[src/rtl/bus_arb_n.sv]
// N-channel Wishbone-classic read arbiter: fixed-priority or round-robin selection onto one
// downstream slave, with one-hot grant, abort tracking and an optional per-transaction timeout.
//
// state | meaning
// IDLE  | no owner; grant = 0; any request is arbitrated on the next edge
// GRANT | owner holds the slave; returns to IDLE on ack, owner abort or timeout
module bus_arb_n #(
   parameter int N       = 4,
   parameter int AW      = 32,
   parameter int DW      = 32,
   parameter int MODE    = 0,
   parameter int TIMEOUT = 0
) (
   input  logic            wb_clk,
   input  logic            wb_rst_n,
   input  logic [N-1:0]    m_cyc,
   input  logic [N*AW-1:0] m_adr,
   output logic [N-1:0]    m_ack,
   output logic [N*DW-1:0] m_rdt,
   output logic [N-1:0]    m_err,
   output logic            x_cyc,
   output logic [AW-1:0]   x_adr,
   input  logic            x_ack,
   input  logic [DW-1:0]   x_rdt,
   output logic [N-1:0]    grant,
   output logic            busy
);

   localparam int OW = (N > 1) ? $clog2(N) : 1;
   localparam int CW = (TIMEOUT > 0) ? $clog2(TIMEOUT + 1) : 1;
   localparam logic [CW-1:0] CNT_LAST = (TIMEOUT > 0) ? CW'(TIMEOUT - 1) : '0;
   localparam logic [CW-1:0] CNT_MAX  = (TIMEOUT > 0) ? CW'(TIMEOUT) : '0;

   typedef enum logic {IDLE, GRANT} state_t;

   state_t        state, state_nxt;
   logic [OW-1:0] owner;
   logic [OW-1:0] ptr;
   logic [OW-1:0] win;
   logic          win_vld;
   logic [CW-1:0] cnt;
   logic          expire;

   // Iterate from lowest to highest precedence so the last hit wins.
   always_comb begin
      win     = '0;
      win_vld = |m_cyc;
      if (MODE == 0) begin
         for (int i = N - 1; i >= 0; i--) begin
            if (m_cyc[i]) win = OW'(i);
         end
      end else begin
         for (int j = N; j >= 1; j--) begin
            if (m_cyc[(int'(ptr) + j) % N]) win = OW'((int'(ptr) + j) % N);
         end
      end
   end

   assign busy   = (state == GRANT);
   assign x_cyc  = (state == GRANT) && m_cyc[owner];
   assign expire = (TIMEOUT > 0) && (cnt == CNT_LAST);

   // Ack beats a simultaneous expiry; an aborted owner gets neither.
   always_comb begin
      m_ack = '0;
      m_err = '0;
      m_rdt = '0;
      if (x_cyc && x_ack) begin
         m_ack[owner]                   = 1'b1;
         m_rdt[int'(owner) * DW +: DW]  = x_rdt;
      end else if (x_cyc && expire) begin
         m_err[owner] = 1'b1;
      end
   end

   always_comb begin
      state_nxt = state;
      case (state)
         IDLE:    if (win_vld) state_nxt = GRANT;
         GRANT:   if (!x_cyc || x_ack || expire) state_nxt = IDLE;
         default: state_nxt = IDLE;
      endcase
   end

   always_ff @(posedge wb_clk or negedge wb_rst_n) begin
      if (!wb_rst_n) begin
         state <= IDLE;
         grant <= '0;
         owner <= '0;
         x_adr <= '0;
         cnt   <= '0;
         ptr   <= OW'(N - 1);
      end else begin
         state <= state_nxt;
         if (state == IDLE) begin
            if (win_vld) begin
               grant <= {{(N-1){1'b0}}, 1'b1} << win;
               owner <= win;
               x_adr <= m_adr[int'(win) * AW +: AW];
               cnt   <= '0;
               ptr   <= win;
            end
         end else begin
            if (state_nxt == IDLE) begin
               grant <= '0;
            end else if (cnt != CNT_MAX) begin
               cnt <= cnt + CW'(1);
            end
         end
      end
   end

endmodule
[config.mk]
export PLATFORM = sky130hd
export DESIGN_NAME = bus_arb_n
export DESIGN_NICKNAME = d
export VERILOG_FILES = /design/src/rtl/bus_arb_n.sv
export SDC_FILE = /design/constraint.sdc
export NUM_CORES = 1
export LEC_CHECK = 0
export ABC_AREA = 1
export CORE_AREA = 10 10 123 125
export CTS_BUF_LIST = sky130_fd_sc_hd__clkbuf_4 sky130_fd_sc_hd__clkbuf_8
export DETAILED_ROUTE_END_ITERATION = 12
export DIE_AREA = 0 0 133 135
export PLACE_DENSITY = 0.78
export SYNTH_ARGS = -nofsm -noshare
export SYNTH_HDL_FRONTEND = slang
export SYNTH_SLANG_ARGS = --single-unit
[constraint.sdc]
create_clock -name wb_clk -period 2.51 [get_ports wb_clk]
set_clock_uncertainty 0.1 [all_clocks]
set_input_delay 0.502 -clock wb_clk [delete_from_list [all_inputs] [get_ports wb_clk]]
set_output_delay 0.502 -clock wb_clk [all_outputs]
set_load 0.01 [all_outputs]
==> flow_summary.ini <==
[timing]
hold_viol = 0
finalWorstSetupSlack_ns = -0.123
hold-worst-slack_ns = 0.0857
drv_slew = 0
min_period_ns = 2.63
tightest_slew_ns = 0.789
fmax_mhz = 380
maxSlewHeadroom_pct = 47.3
period_share_pct = 105
rsz0062_at_grt = yes
finalSetupViolCount = 80

[global_routing]
overflow = 0
grt_pass1_wl_um = 32200
antenna_found_initial = 2
grt_max_degree = 38
grt_pass1_vias = 5620
grtUsageTotal_pct = 22.6

[critical_path]
crit_fanout = 16
criticalPathCategory = flip-flop to output pin
cp-end-kind = output pin
critical_path.startpoint = owner[0]
cp.required_ns = 1.91
critPathLaunchType = flip-flop
r2r-start = owner[0]
cp.arrival_ns = 2.03

[logic_synthesis]
synth.area.top_cells = dfrtp_1 (26%), nand2_1 (22%), nor2_1 (9.4%)
synthArstFlopShare_pct = 100
avgSynthCellArea_sq_um = 5.78
yosysSeqAreaShare_pct = 26.2
synth_common_cells = nand2_1 (220), nor2_1 (93), inv_1 (48), nand3_1 (41), dfrtp_1 (39)
ys.flop_type = dfrtp_1
synth_cell_types = 23
synth_enable_flop_cells = 0
ys_warn_count = 0
synth_most_common_cell = nand2_1
netlist.area_leader.share_pct = 26.2
synth_seq_cells = 39
synthesis.area_sq_um = 3720
synth_top_area_cell = dfrtp_1
netlist_instances = 643

[finish]
drive_gt1_share_pct = 37.5
final_util_pct = 66.5
nets = 1201
fill_cells = 1110
area_growth_pct = 125

[clock_network]
clkSinkCount = 39
cts_tree = done
clk_path_buf_depth = 2
ctsRootBufferMaster = clkbuf_8
cts_hold_buffers = 0
clk_pin_slew_ns = 0.08
htreeDepth = 2
cts_buffers = 5
clkLatencyLatePin_ns = 0.29

[place]
hpwlAfterDp_um = 17400
io_buffer_count = 336
gp_congestion = 0.906

[floorplanning]
core-area_sq_um = 12600
die_h_um = 135
die_x_um = 133
rows = 41
die_area_sq_um = 18000
initial_core_util_pct = 29.6
io_pins = 341

[power_and_ir_drop]
p_leak_nw = 3.94
switchingPower_w = 0.00284
p_comb_share_pct = 74.1
power_density_nw_per_um2 = 758
netSwitchingFraction_pct = 44.8
p_int_w = 0.00350
seq_power_share_pct = 17.3
peakVddDrop_v = 0.000451
p_clk_share_pct = 8.7

[outcome]
violations = setup timing
status = finished with violations

[job]
drv_cap = 0

[route]
post_drt_wl_per_cell_um = 19.3
drcViolationCount = 0
antenna_left = 0
viasPerCell = 4.82
vias = 5790
dr.first_iter.drc_count = 285
drt_first_pass_iters = 4
routed_wl_um = 23200

[hold_path]
hold_path.class = primary input to async pin
## logic make-up after synthesis
family / synth area share (%)
AND/OR/NAND/NOR: 55.4
other: 0.101
flip-flops: 26.2
adder cells (fa/ha/maj): 2.36
buffers and inverters: 10.6
AO/OA/AOI/OAI: 5.35
## worst paths after layout
kind / cells after the start / slack [ns] / end
min in group wb_clk: 2 / 0.40 / grant[2]
setup reg to reg: 10 / 0.90 / grant[0]
setup / recovery: 10 / -0.12 / m_rdt[24]
hold reg to reg: 2 / 0.40 / grant[2]
hold / removal: 1 / 0.09 / busy
max in group asynchronous: 2 / 1.69 / x_adr[26]
## metrics by stage
| step | setup TNS, ns | cell area (sq um) | instances | power, W | setup WS, ns |
|---|---|---|---|---|---|
| 2_1_floorplan | 0 | 3730 | 646 | 0.00286 | 0.0916 |
| 4_1_cts | -2.82 | 7620 | 1185 | 0.00574 | -0.134 |
| 3_5_place_dp | -78.57 | 7580 | 1156 | 0.00478 | -0.690 |
| 5_1_grt | -12.12 | 8350 | 1201 | 0.00674 | -0.183 |
| 6_report | -3.82 | 8360 | 1202 | 0.00633 | -0.123 |
| 3_3_place_gp | -73.84 | 7580 | 1156 | 0.00475 | -0.672 |
## power groups by stage
stage               clock (W)  combinational [W]  sequential [W]
CTS                  0.000561            0.00408         0.00109
global route         0.000589            0.00502         0.00113
detailed placement          0            0.00369         0.00109
floorplan                   0            0.00162         0.00124
finish               0.000548            0.00469         0.00109
global placement            0            0.00366         0.00109
## layer usage
layer  vias to the layer above  track usage (%)  share of wire, %
li1                       2770                -                 -
met5                         -                0                 0
met3                        48             8.57               9.8
met4                         0             9.47               4.1
met1                      2652             21.5                33
met2                       320             42.4                53
## final cells by class
| type | count | area (sq um) | area share [%] |
|---|---|---|---|
| repair buffers | 422 | 3900 | 46.7 |
| multi-input cells | 510 | 2950 | 35.4 |
| flip-flops and latches | 39 | 976 | 11.7 |
| well taps | 172 | 215 | 2.58 |
| inverters | 49 | 186 | 2.23 |
| clock buffers | 6 | 82.6 | 0.988 |
| clock inverters | 2 | 35.0 | 0.419 |
| diodes | 2 | 5.00 | 0.0599 |
## state kept, by name, indices dropped and copies added (netlist names)
register,count
busy,1
grant,4
owner,2
x_adr,32
## what timing repair did
item	4_1_cts	5_1_grt
cloned	6	7
pin swaps	10	28
endpoints found under the setup margin	133	130
resized for setup	583	172
buffers inserted	15	13
## cells in the final DEF (no fill, tap or decap), types with 3 or more instances in the layout
master and n:
conb_1 4, nor3_1 5, inv_1 46, nor3_4 4, buf_12 15, nor2_2 24, nor3_2 26, nor2_4 20
nand2_4 5, nand3b_1 30, nand2_2 28, or2_2 29, clkbuf_16 6, dfrtp_1 39, ha_1 4, nand3_1 24
buf_4 49, clkbuf_8 6, clkdlybuf4s50_1 198, nand2_1 187, buf_6 37, nand3_2 15, nand3_4 3, a22oi_1 3
buf_2 103, a21oi_1 30, dlygate4sd2_1 7, nor2_1 60
## worst max-delay path, cell delays in order (launching register included)
cell and delay (ns):
dfrtp_1 0.44, buf_6 0.16, nand2_4 0.07, nand3_4 0.08, a21oi_4 0.19, buf_4 0.15, buf_12 0.09, buf_16 0.14
nand3_2 0.10, nor2_2 0.15, buf_2 0.16
(Power assumes the default switching activity.)
